`config.mk`:
```
export PLATFORM = sky130hd
export DESIGN_NAME = sram_load_check_seq
export DESIGN_NICKNAME = d
export VERILOG_FILES = /design/src/rtl/sram_load_check_seq.sv
export SDC_FILE = /design/constraint.sdc
export NUM_CORES = 1
export LEC_CHECK = 0
export BUFFER_PORTS_ARGS = -buffer_cell sky130_fd_sc_hd__buf_2
export CORE_MARGIN = 4
export CORE_UTILIZATION = 56
export CTS_CLUSTER_SIZE = 14
export DETAILED_ROUTE_END_ITERATION = 6
export PLACE_DENSITY = 0.86
export SLEW_MARGIN = 25
export SYNTH_ARGS = -nofsm -noshare
export SYNTH_HDL_FRONTEND = slang
export SYNTH_SLANG_ARGS = --single-unit
```
`constraint.sdc`:
```
create_clock -name clk -period 5.2 [get_ports clk]
set_input_delay 0.52 -clock clk [delete_from_list [all_inputs] [get_ports clk]]
set_output_delay 0.52 -clock clk [all_outputs]
set_load 0.02 [all_outputs]
```
`src/rtl/sram_load_check_seq.sv`:
```
// SRAM load-and-verify sequencer: streams words into one of NCH SRAMs, reads them
// back against an expected stream and reports mismatch count and first failing address.
module sram_load_check_seq #(
  parameter  int DATA_W = 32,
  parameter  int ADDR_W = 7,
  parameter  int NCH    = 2,
  parameter  int ERR_W  = 16,
  localparam int CH_W   = (NCH > 1) ? $clog2(NCH) : 1
) (
  input  logic                    clk,
  input  logic                    reset,
  input  logic                    cmd_valid,
  output logic                    cmd_ready,
  input  logic [CH_W-1:0]         cmd_ch,
  input  logic [1:0]              cmd_mode,
  input  logic [ADDR_W-1:0]       cmd_base,
  input  logic [ADDR_W:0]         cmd_len,
  input  logic                    in_valid,
  output logic                    in_ready,
  input  logic [DATA_W-1:0]       in_data,
  output logic [NCH-1:0]          sram_cen,
  output logic                    sram_wen,
  output logic [ADDR_W-1:0]       sram_addr,
  output logic [DATA_W-1:0]       sram_d,
  input  logic [NCH*DATA_W-1:0]   sram_q,
  output logic                    busy,
  output logic                    done,
  output logic                    cmd_err,
  output logic                    err_flag,
  output logic [ERR_W-1:0]        err_cnt,
  output logic [ADDR_W-1:0]       first_err_addr
);

  typedef enum logic [2:0] {S_IDLE, S_LOAD, S_CHECK, S_DRAIN, S_DONE} state_t;

  localparam logic [1:0] MODE_LOAD  = 2'b00;
  localparam logic [1:0] MODE_CHECK = 2'b01;
  localparam logic [1:0] MODE_LTC   = 2'b10;
  localparam logic [1:0] MODE_RSVD  = 2'b11;

  state_t              r_state, w_next;
  logic [CH_W-1:0]     r_ch;
  logic [1:0]          r_mode;
  logic [ADDR_W-1:0]   r_base;
  logic [ADDR_W:0]     r_len;
  logic [ADDR_W:0]     r_k;
  logic                r_cmpValid;
  logic [DATA_W-1:0]   r_cmpData;
  logic [ADDR_W-1:0]   r_cmpAddr;
  logic [ADDR_W-1:0]   r_addrHold;
  logic [DATA_W-1:0]   r_dHold;
  logic                r_errFlag;
  logic                r_cmdErr;
  logic [ERR_W-1:0]    r_errCnt;
  logic [ADDR_W-1:0]   r_firstErr;

  logic                w_accept;
  logic                w_beat;
  logic                w_last;
  logic                w_chIllegal;
  logic [31:0]         w_chWide;
  logic [ADDR_W-1:0]   w_addr;
  logic [DATA_W-1:0]   w_q;
  logic                w_mismatch;
  logic                w_access;
  logic                w_write;

  assign w_chWide    = 32'(cmd_ch);
  assign w_chIllegal = (w_chWide >= NCH);
  assign w_accept    = cmd_valid && cmd_ready;
  assign w_beat      = in_valid && in_ready;
  assign w_last      = (r_k == r_len - (ADDR_W+1)'(1));
  // Truncating k to ADDR_W bits makes base+k wrap around the SRAM naturally.
  assign w_addr      = r_base + r_k[ADDR_W-1:0];
  assign w_mismatch  = r_cmpValid && (w_q != r_cmpData);

  always_comb begin
    w_q = '0;
    for (int c = 0; c < NCH; c++) begin
      if (r_ch == CH_W'(c)) w_q = sram_q[c*DATA_W +: DATA_W];
    end
  end

  always_comb begin
    w_next    = r_state;
    cmd_ready = 1'b0;
    in_ready  = 1'b0;
    busy      = 1'b1;
    done      = 1'b0;
    w_access  = 1'b0;
    w_write   = 1'b0;
    case (r_state)
      S_IDLE: begin
        cmd_ready = 1'b1;
        busy      = 1'b0;
        if (cmd_valid) begin
          if (cmd_len == '0 || cmd_mode == MODE_RSVD || w_chIllegal) w_next = S_DONE;
          else if (cmd_mode == MODE_CHECK)                           w_next = S_CHECK;
          else                                                       w_next = S_LOAD;
        end
      end
      S_LOAD: begin
        in_ready = 1'b1;
        if (in_valid) begin
          w_access = 1'b1;
          w_write  = 1'b1;
          if (w_last) w_next = (r_mode == MODE_LTC) ? S_CHECK : S_DONE;
        end
      end
      S_CHECK: begin
        in_ready = 1'b1;
        if (in_valid) begin
          w_access = 1'b1;
          if (w_last) w_next = S_DRAIN;
        end
      end
      S_DRAIN: w_next = S_DONE;
      S_DONE: begin
        done   = 1'b1;
        w_next = S_IDLE;
      end
      default: w_next = S_IDLE;
    endcase
  end

  always_comb begin
    sram_cen = '1;
    for (int c = 0; c < NCH; c++) begin
      if (w_access && r_ch == CH_W'(c)) sram_cen[c] = 1'b0;
    end
  end

  assign sram_wen  = ~w_write;
  assign sram_addr = w_access ? w_addr : r_addrHold;
  assign sram_d    = w_write ? in_data : r_dHold;

  always_ff @(posedge clk) begin
    if (reset) begin
      r_state    <= S_IDLE;
      r_ch       <= '0;
      r_mode     <= MODE_LOAD;
      r_base     <= '0;
      r_len      <= '0;
      r_k        <= '0;
      r_cmpValid <= 1'b0;
      r_cmpData  <= '0;
      r_cmpAddr  <= '0;
      r_addrHold <= '0;
      r_dHold    <= '0;
      r_errFlag  <= 1'b0;
      r_cmdErr   <= 1'b0;
      r_errCnt   <= '0;
      r_firstErr <= '0;
    end else begin
      r_state <= w_next;
      if (w_accept) begin
        r_ch       <= cmd_ch;
        r_mode     <= cmd_mode;
        r_base     <= cmd_base;
        r_len      <= cmd_len;
        r_k        <= '0;
        r_cmpValid <= 1'b0;
        r_errFlag  <= 1'b0;
        r_errCnt   <= '0;
        r_firstErr <= '0;
        r_cmdErr   <= (cmd_mode == MODE_RSVD) || w_chIllegal;
      end else begin
        // The last load beat rewinds k so a following check starts at base again.
        if (w_beat) r_k <= w_last ? '0 : r_k + (ADDR_W+1)'(1);
        r_cmpValid <= w_beat && (r_state == S_CHECK);
        if (w_beat && r_state == S_CHECK) begin
          r_cmpData <= in_data;
          r_cmpAddr <= w_addr;
        end
        if (w_mismatch) begin
          if (r_errCnt != '1) r_errCnt <= r_errCnt + ERR_W'(1);
          r_errFlag <= 1'b1;
          if (!r_errFlag) r_firstErr <= r_cmpAddr;
        end
      end
      if (w_access) begin
        r_addrHold <= w_addr;
        if (w_write) r_dHold <= in_data;
      end
    end
  end

  assign cmd_err        = r_cmdErr;
  assign err_flag       = r_errFlag;
  assign err_cnt        = r_errCnt;
  assign first_err_addr = r_firstErr;

endmodule

```
==> qor_table.md, run 1 <==
| Item | Value |
|---|---|
| Number of distinct library cells after synthesis | 43 |
| Number of cells produced by synthesis | 742 |
| Final HPWL DP | 12400 µm |
| Overall power of the completed layout | 2.80 mW |
| Final number of hold-violating endpoints | 0 |
| Mean routed wirelength per cell | 16.2 µm |
| Peak supply drop | 0.000329 V |
| Gp weighted congestion | 0.865 |
| Period Utilization, post-route | 64.6% |
| Leftover overflow at the end of global routing | 0 |
| Core Footprint | 0.0110 mm² |
| Ranking of synthesized cells by instance count | sky130_fd_sc_hd__nand2_1, sky130_fd_sc_hd__dfxtp_1, sky130_fd_sc_hd__a21oi_1 |
| Cell at the root of the clock tree | sky130_fd_sc_hd__clkbuf_16 |
| Nets | 1043 |
| Drt first-iter violations | 457 |
| Clk_skew | 0.0102 ns |
| Count of filler cells inserted in the layout | 835 |
| Peak clock frequency supported by timing | 0.298 GHz |
| Post-synth top area share | 41.7% |
| Initial standard-cell utilization of the core | 58.2% |
| Power per Cell Area | 350 mW/mm² |
| Overall via count from detail_route | 5832 |
| #FFs+latches synth | 133 |
| Global-route total usage across every layer | 26.2% |
| Vias in the first global route | 5776 |
| Final worst setup slack | 1.84 ns |
| CP Max Fanout | 7 |
| Result of the run | finished clean |
| Netlist area before placement | 0.00639 mm² |
| Clock insertion delay at the later pin of the skew report | 0.41 ns |
| Placed instance area | 0.00738 mm² |
| Die Height | 115 µm |
| Total leakage power | 3.35 nW |
| Remaining antenna violation count | 0 |
| Clock-pin slew on the worst setup and hold paths | 0.06 ns |
| Growth of design area from synthesis to finish | 25.2% |
| Pins Over Slew Limit | 0 |
| Hold Crit Class | input pin to flip-flop |
| Final core utilization | 72.8% |
| Global-route wire length before repair | 27700 µm |
| Sort of element at the start of the critical path | flip-flop |
| Largest area contributor in the netlist | sky130_fd_sc_hd__dfxtp_1 |
| Number of buffers inserted during clock tree synthesis | 17 |
| CTS tree | done |
| Arr. time, crit path | 2.84 ns |
| Pre-CTS setup slack | 1.89 ns |
| Share of the yosys chip area belonging to registers | 41.7% |
| Transition at the pin with the smallest max-transition slack | 1.02 ns |
| Ys Warns | 0 |
| Required time reported for the critical path endpoint | 4.68 ns |
| # clock sinks | 133 |
| Type of the worst setup path | flip-flop to output port |
| Pre-antenna DRT Iters | 5 |
| Asr flop ratio synth | 0% |
| Maximum clock insertion buffer count | 2 |
| Max capacitance violation total | 0 |
| Fraction of layout instances using a drive strength above 1 | 28.6% |
| Post-synth EDFFs | 0 |
| Count of hold buffers inserted by post-cts repair | 0 |
| Post-CTS setup buffer count | 0 |
| Final setup violation count | 0 |
| Number of I/O pins | 189 |
| Die outline width | 115 µm |
| Per-instance average area after synthesis | 8.61 µm² |
| WL final | 17300 µm |
| Die outline area | 0.0132 mm² |
| Number of H-tree levels | 4 |
| Post-synth top flop | sky130_fd_sc_hd__dfxtp_1 |
| Initial antenna violation count | 1 |
| # resized after CTS | 0 |
| Number of port buffers | 188 |
| Final sum of negative setup slack | 0 ns |
| Setup repair after global routing missed its margin | no |
| Endpoint class of the critical path | output port |
| Post-route DRC | 0 |
| Crit path time final | 3.36 ns |
| Via density | 5.46 |
| Pin count of the biggest net entering global routing | 70 |
| Syn Nets | 870 |
| Cell with the most instances after synthesis | sky130_fd_sc_hd__nand2_1 |
| Cell Rows | 38 |
| Leading cell types by total area after synthesis | sky130_fd_sc_hd__dfxtp_1, sky130_fd_sc_hd__nand2_1, sky130_fd_sc_hd__xnor2_1, sky130_fd_sc_hd__mux2_2, sky130_fd_sc_hd__a21oi_1 |
| Final std cell area, no fill | 0.00800 mm² |
| Slew headroom | 31.9% |
routing by layer:
metal | share of wire, % | GRT usage (%) | vias to the layer above
met4 | 2.7 | 9.86 | 0
met2 | 48 | 43.5 | 199
li1 | - | - | 2891
met3 | 6.4 | 6.63 | 38
met5 | 0 | 0 | -
met1 | 43 | 32.9 | 2704
flip-flops by register name (all words and copies together), names as in the netlist:
name,cells
r_k,8
err_flag,1
cmd_err,1
r_mode,2
r_base,7
r_len,8
r_addrHold,7
first_err_addr,7
err_cnt,16
r_ch,1
r_cmpAddr,7
r_cmpValid,1
r_cmpData,32
r_state,3
r_dHold,32
worst max-delay path, stage by stage (launching register included):
cell	delay (ns)
sky130_fd_sc_hd__dfxtp_1	0.51
sky130_fd_sc_hd__ha_1	0.25
sky130_fd_sc_hd__inv_1	0.06
sky130_fd_sc_hd__fa_1	0.39
sky130_fd_sc_hd__inv_1	0.07
sky130_fd_sc_hd__a21o_1	0.10
sky130_fd_sc_hd__a21oi_1	0.09
sky130_fd_sc_hd__o21bai_1	0.21
sky130_fd_sc_hd__a21oi_1	0.12
sky130_fd_sc_hd__xnor2_1	0.30
sky130_fd_sc_hd__a21oi_1	0.15
sky130_fd_sc_hd__buf_2	0.18
power breakdown:
group,internal [mW],total [mW],switching (mW)
combinational,0.195,0.454,0.260
clock,0.811,1.24,0.427
sequential,1.06,1.11,0.0469
cell usage in the layout (no fill, tap or decap), types with 10 or more instances in the layout:
cell,instances
sky130_fd_sc_hd__o21ai_0,14
sky130_fd_sc_hd__or3_1,11
sky130_fd_sc_hd__mux2i_1,36
sky130_fd_sc_hd__xor2_1,12
sky130_fd_sc_hd__mux2_2,34
sky130_fd_sc_hd__buf_2,187
sky130_fd_sc_hd__a21oi_1,76
sky130_fd_sc_hd__dfxtp_1,132
sky130_fd_sc_hd__clkbuf_16,17
sky130_fd_sc_hd__nor4_1,11
sky130_fd_sc_hd__nor2_1,20
sky130_fd_sc_hd__nor2b_1,39
sky130_fd_sc_hd__inv_1,15
sky130_fd_sc_hd__nand4_1,10
sky130_fd_sc_hd__nand3_1,14
sky130_fd_sc_hd__xnor2_1,46
sky130_fd_sc_hd__nand2_1,157
through the flow:
| step | hold WS, ns | cells |
|---|---|---|
| detailed placement | 0.446 | 1036 |
| global route | 0.328 | 1068 |
| CTS | 0.334 | 1067 |
| floorplan | 0.429 | 742 |
| finish | 0.348 | 1068 |
| global placement | 0.441 | 1036 |
path summary, 6_finish.rpt:
path / cells past startpoint / startpoint / endpoint / slack [ns]
worst min register to register: 2 / first_err_addr[6] / first_err_addr[6] / 0.46
worst min-delay path: 3 / cmd_base[1] / r_base[1] / 0.35
worst max-delay path: 11 / r_k[0] / sram_addr[6] / 1.84
worst max register to register: 7 / r_ch / first_err_addr[6] / 1.90
area by class of cell:
type	instances	area [µm²]	area share, %
flip-flops and latches	133	2660	33.3
inverters	15	56.3	0.704
multi-input cells	553	3500	43.7
clock buffers	22	454	5.68
clock inverters	9	153	1.91
repair buffers	195	996	12.5
well taps	140	175	2.19
diodes	1	2.50	0.0313
kinds of logic (layout without fill, tap and decap cells):
family          Yosys count  in the layout  share of synthesized area, %
mux                      70             70                          11.6
flops                   133            133                          41.7
compound gates          119            119                          10.6
buf+inv                  56            241                          3.90
simple gates            296            296                          22.1
xor+xnor                 58             58                          7.95
other cells               0              1                             0
fa+ha+maj                10             10                          2.08
No activity file was read; power rests on OpenSTA's default activity.
==> run 2: changes to the inputs <==
- ABC_AREA: not set -> 1
- CORE_UTILIZATION: 56 -> 53
- PLACE_DENSITY: 0.86 -> 0.8
- clock period: 5.2 -> 3.43 ns (I/O delays scaled with it)
==> run 2 against run 1 <==
Net effect:
- first-iteration DRC count up 33%
- global-route usage fell by 0.55 points
- clock skew decreased by 0.0039 ns
- non-clock buffer count increased by 4
- clock-buffer cell count increased by 2
- flip-flop and latch count did not move
- cell count grew 32%
- setup slack worse by 1.5 ns
- via count is 23% higher
- register-to-register slack lost 1.0 ns
- sequential power is 80% higher
- hold slack worse by 0.20 ns
- largest power group is now combinational cells
==> qor_table.md, run 2 <==
| Item | Value |
|---|---|
| CTS tree | done |
| Cell type group with the largest total delay on the critical path | compound AO/OA/AOI/OAI gates |
| Largest area contributor in the netlist | sky130_fd_sc_hd__dfxtp_1 |
| Peak clock frequency supported by timing | 0.323 GHz |
| Nets | 1359 |
| Peak per-stage delay on the critical path | 0.45 ns |
| Arr. time, crit path | 2.76 ns |
| Final worst setup slack | 0.331 ns |
| Mean routed wirelength per cell | 13.7 µm |
| Global-route total usage across every layer | 25.6% |
| Pin count of the biggest net entering global routing | 46 |
| Transition at the pin with the smallest max-transition slack | 0.965 ns |
| Maximum clock insertion buffer count | 2 |
| Busiest metal layer after global routing | met2 |
| Count of hold buffers inserted by post-cts repair | 0 |
| Number of buffers inserted during clock tree synthesis | 17 |
| Syn Nets | 1186 |
| Die Height | 123 µm |
| Fraction of layout instances using a drive strength above 1 | 22.1% |
| Setup repair after global routing missed its margin | no |
| Gp weighted congestion | 0.878 |
| Number of I/O pins | 189 |
| Number of distinct library cells after synthesis | 33 |
| Cell Rows | 41 |
| Placed instance area | 0.00802 mm² |
| WL final | 19400 µm |
| Core Footprint | 0.0128 mm² |
| Hold Crit Class | input pin to flip-flop |
| Clock-pin slew on the worst setup and hold paths | 0.05 ns |
| Pre-CTS setup slack | 0.802 ns |
| Met2 demand-to-capacity share in global routing | 40.0% |
| Final std cell area, no fill | 0.00858 mm² |
| Asr flop ratio synth | 0% |
| Clk_skew | 0.00628 ns |
| Number of cells produced by synthesis | 1058 |
| Via density | 5.08 |
| Sort of element at the start of the critical path | flip-flop |
| Ranking of synthesized cells by instance count | sky130_fd_sc_hd__nand2_1, sky130_fd_sc_hd__nor2_1, sky130_fd_sc_hd__dfxtp_1 |
| Power per Cell Area | 742 mW/mm² |
| Initial standard-cell utilization of the core | 54.8% |
| Overall via count from detail_route | 7179 |
| Required time reported for the critical path endpoint | 3.09 ns |
| Leftover overflow at the end of global routing | 0 |
| Final setup violation count | 0 |
| Placed Cells | 1384 |
| #FFs+latches synth | 133 |
| Max capacitance violation total | 0 |
| Global-route met1 utilization | 35.3% |
| Overall power of the completed layout | 6.36 mW |
| Met3 global-route usage | 5.72% |
| Cell with the most instances after synthesis | sky130_fd_sc_hd__nand2_1 |
| Result of the run | finished clean |
| Ys Warns | 0 |
| Endpoint class of the critical path | output port |
| Most frequent standard cell in the layout excluding fill and tap cells | sky130_fd_sc_hd__nand2_1 |
| Peak supply drop | 0.000518 V |
| Post-CTS setup buffer count | 0 |
| Number of port buffers | 188 |
| Switching power | 2.50 mW |
| Final core utilization | 67.1% |
| Post-synth EDFFs | 0 |
| Slowest cell on the critical path | sky130_fd_sc_hd__dfxtp_1 |
| Leading cell types by total area after synthesis | sky130_fd_sc_hd__dfxtp_1, sky130_fd_sc_hd__nand2_1, sky130_fd_sc_hd__nor2_1, sky130_fd_sc_hd__o21ai_0, sky130_fd_sc_hd__inv_1 |
| # clock sinks | 133 |
| Sw Ratio | 39.3% |
| Period Utilization, post-route | 90.3% |
| Final instance count without filler cells | 1413 |
| Die outline area | 0.0151 mm² |
| Post-synth top area share | 38.0% |
| Clock group share of total power | 27.7% |
| Total leakage power | 4.48 nW |
| Final sum of negative setup slack | 0 ns |
| Final number of hold-violating endpoints | 0 |
| CP Max Fanout | 6 |
| Antenna Diode Count | 0 |
| Remaining antenna violation count | 0 |
| Final HPWL DP | 13800 µm |
| Slew headroom | 35.6% |
| Internal power summed over all cells | 3.86 mW |
| Part of the power in combinational logic | 40.8% |
| Worst path bufs/invs | 3 |
| Growth of design area from synthesis to finish | 22.5% |
| Per-instance average area after synthesis | 6.62 µm² |
| Sequential power share | 31.5% |
| Leading cell types in the layout, fill and taps excluded | sky130_fd_sc_hd__nand2_1, sky130_fd_sc_hd__buf_2, sky130_fd_sc_hd__nor2_1 |
| Pins Over Slew Limit | 0 |
| Initial antenna violation count | 0 |
| Post-synth top flop | sky130_fd_sc_hd__dfxtp_1 |
| Cells traversed along the worst timing path | ha_1 > inv_1 > fa_1 > o21ai_0 > a21oi_1 > o21bai_1 > xor2_1 > nand2_1 > o21ai_0 > inv_1 > buf_2 |
| Clock insertion delay at the later pin of the skew report | 0.42 ns |
| Crit path time final | 3.10 ns |
| Type of the worst setup path | flip-flop to output port |
| Vias in the first global route | 6567 |
| Pre-antenna DRT Iters | 5 |
| Global-route wire length before repair | 30800 µm |
| Share of the yosys chip area belonging to registers | 38.0% |
| Post-route DRC | 0 |
| Number of H-tree levels | 4 |
| # resized after CTS | 0 |
| Netlist area before placement | 0.00700 mm² |
| Drt first-iter violations | 606 |
| Die outline width | 123 µm |
| Smallest hold slack | 0.144 ns |
| Cell at the root of the clock tree | sky130_fd_sc_hd__clkbuf_16 |
run 2: metal layers:
metal  up-vias  share of wire (%)  routed length [µm]
met1      3223                 46                8950
met3        29                7.3                1410
met4         0                1.5                 299
met5         -                  0                   0
met2       239                 45                8710
li1       3688                  -                   -
run 2: final timing paths:
| check | start | to | slack (ns) | depth (start not counted) |
|---|---|---|---|---|
| worst max register to register | r_ch | first_err_addr[0] | 0.88 | 13 |
| worst min-delay path | cmd_base[6] | r_base[6] | 0.14 | 3 |
| worst max-delay path | r_k[0] | sram_addr[6] | 0.33 | 11 |
| worst min register to register | first_err_addr[3] | first_err_addr[3] | 0.46 | 2 |
run 2: kinds of logic (layout without fill, tap and decap cells):
kind of cell,count (synthesis),count (layout),synth area share (%)
DFF,133,133,38.0
xor gates and xnor gates,28,28,3.50
adders and majority gates,10,10,1.89
buffers and inverters,169,352,9.86
and+or+nand+nor,560,560,35.2
AOI/OAI and AO/OA,158,158,11.5
run 2: area by class of cell:
| class | count | area [µm²] |
|---|---|---|
| well taps | 172 | 215 |
| repair buffers | 199 | 1020 |
| inverters | 124 | 470 |
| flip-flops and latches | 133 | 2660 |
| clock inverters | 5 | 75.1 |
| clock buffers | 24 | 482 |
| fillers | 1158 | 4200 |
| multi-input cells | 756 | 3650 |
run 2: power by group through the flow:
stage / registers, mW / clock network (mW) / logic, mW
final: 2.00 / 1.76 / 2.60
after floorplan: 1.98 / 0 / 1.92
after CTS: 2.00 / 1.77 / 2.61
after global routing: 2.04 / 1.85 / 2.93
after global placement: 2.02 / 0 / 2.54
after detailed placement: 2.03 / 0 / 2.58
run 2: tightest hold or removal path, stage by stage:
cell	delay, ns
sky130_fd_sc_hd__buf_2	0.07
sky130_fd_sc_hd__nor2_1	0.03
sky130_fd_sc_hd__nor2_1	0.08
==> run 3: changes to the inputs <==
- BUFFER_PORTS_ARGS: -buffer_cell sky130_fd_sc_hd__buf_2 -> not set
- CORE_UTILIZATION: 53 -> 60
- DONT_BUFFER_PORTS: not set -> 1
- PLACE_DENSITY: 0.8 -> 0.76
==> run 3 against run 2 <==
Net effect:
- power decreased by 5.1%
- die area decreased by 11%
- first-iteration DRC count fell by 13%
- utilization is 0.35 points lower
- largest power group unchanged
- highest routed layer unchanged
==> qor_table.md, run 3 (synthesis gave the netlist of run 2 again) <==
| Item | Value |
|---|---|
| Post-CTS setup buffer count | 0 |
| Slew headroom | 37.4% |
| Antenna Diode Count | 0 |
| Leading cell types in the layout, fill and taps excluded | sky130_fd_sc_hd__nand2_1, sky130_fd_sc_hd__nor2_1, sky130_fd_sc_hd__dfxtp_1 |
| Leftover overflow at the end of global routing | 0 |
| Final setup violation count | 0 |
| Initial standard-cell utilization of the core | 61.3% |
| Number of port buffers | 0 |
| Arr. time, crit path | 2.84 ns |
| Hold Crit Class | input pin to flip-flop |
| Transition at the pin with the smallest max-transition slack | 0.937 ns |
| Mean routed wirelength per cell | 15.1 µm |
| WL final | 18100 µm |
| Peak clock frequency supported by timing | 0.314 GHz |
| Required time reported for the critical path endpoint | 3.09 ns |
| Nets | 1169 |
| Number of buffers inserted during clock tree synthesis | 17 |
| Max capacitance violation total | 0 |
| Sort of element at the start of the critical path | flip-flop |
| Final HPWL DP | 12900 µm |
| Global-route wire length before repair | 28800 µm |
| Cell at the root of the clock tree | sky130_fd_sc_hd__clkbuf_16 |
| Die outline area | 0.0135 mm² |
| Pre-antenna DRT Iters | 5 |
| # clock sinks | 133 |
| Growth of design area from synthesis to finish | 8.94% |
| Crit path time final | 3.19 ns |
| # resized after CTS | 0 |
| Clock insertion delay at the later pin of the skew report | 0.42 ns |
| CTS tree | done |
| Count of hold buffers inserted by post-cts repair | 1 |
| Peak supply drop | 0.000573 V |
| Gp weighted congestion | 0.876 |
| Die Height | 116 µm |
| Overall via count from detail_route | 6477 |
| Pins Over Slew Limit | 0 |
| Endpoint class of the critical path | output port |
| Most frequent standard cell in the layout excluding fill and tap cells | sky130_fd_sc_hd__nand2_1 |
| Initial antenna violation count | 0 |
| Post-route DRC | 0 |
| Type of the worst setup path | flip-flop to output port |
| CP Max Fanout | 6 |
| Global-route total usage across every layer | 27.2% |
| Setup repair after global routing missed its margin | no |
| Fraction of layout instances using a drive strength above 1 | 8.45% |
| Vias in the first global route | 5794 |
| Final number of hold-violating endpoints | 0 |
| Final sum of negative setup slack | 0 ns |
| Maximum clock insertion buffer count | 2 |
| Register-to-register setup slack | 0.82 ns |
| Cell Rows | 39 |
| Pin count of the biggest net entering global routing | 57 |
| Via density | 5.42 |
| Die outline width | 116 µm |
| Clock-pin slew on the worst setup and hold paths | 0.06 ns |
| Remaining antenna violation count | 0 |
| Power per Cell Area | 792 mW/mm² |
| Number of I/O pins | 189 |
| Number of H-tree levels | 4 |
| Clk_skew | 0.00594 ns |
| Smallest hold slack | 0.0620 ns |
| Period Utilization, post-route | 92.9% |
| Result of the run | finished clean |
| Core Footprint | 0.0114 mm² |
| Total leakage power | 3.65 nW |
| Drt first-iter violations | 527 |
-- run 3: cell types whose count changed in the layout (fill, tap and decap cells not counted), sizes merged --
cell and change:
buf -190, clkbuf -5, clkinvlp +4, clkinv +2, inv +1
-- run 3: worst paths after layout --
check,cells after the start,start,end
setup / recovery,10,r_k[0],sram_addr[6]
hold / removal,2,cmd_base[0],r_base[0]
setup reg to reg,14,r_ch,first_err_addr[2]
hold reg to reg,2,r_cmpData[7],r_cmpData[7]
-- run 3: per-layer routing --
metal	wire length [µm]	vias to the layer above	track usage (%)
li1	-	3315	-
met5	0	-	0
met3	1520	24	9.19
met2	8210	237	42.2
met4	308	0	7.19
met1	8080	2901	36.5
-- run 3: area by class of cell --
class,count,area (µm²)
well taps,143,179
clock inverters,12,131
fillers,1041,3790
clock buffers,19,443
flip-flops and latches,133,2660
inverters,124,470
multi-input cells,756,3650
repair buffers,9,92.6
-- run 3: worst max-delay path, stage by stage, from the launching register on --
cell	delay (ns)
sky130_fd_sc_hd__dfxtp_1	0.44
sky130_fd_sc_hd__ha_1	0.21
sky130_fd_sc_hd__inv_1	0.06
sky130_fd_sc_hd__fa_1	0.40
sky130_fd_sc_hd__o21ai_0	0.31
sky130_fd_sc_hd__a21oi_1	0.13
sky130_fd_sc_hd__o21bai_1	0.24
sky130_fd_sc_hd__xor2_1	0.20
sky130_fd_sc_hd__nand2_1	0.06
sky130_fd_sc_hd__o21ai_0	0.17
sky130_fd_sc_hd__inv_1	0.21
-- run 3: report_power, final --
group | internal [mW] | switching (mW) | total [mW]
clock network | 1.08 | 0.678 | 1.76
registers | 1.83 | 0.192 | 2.02
logic | 0.701 | 1.55 | 2.25
-- run 3: per-stage QoR --
step / total power, mW / instance area, µm² / setup WS, ns / utilization [%] / std cells
global placement: 4.24 / 7030 / 0.842 / 61.6 / 1164
finish: 6.04 / 7630 / 0.244 / 66.8 / 1196
detailed placement: 4.29 / 7030 / 0.773 / 61.6 / 1164
global route: 6.49 / 7630 / 0.135 / 66.8 / 1196
floorplan: 3.90 / 7000 / 1.13 / - / 1058
CTS: 6.07 / 7630 / 0.297 / 66.8 / 1196
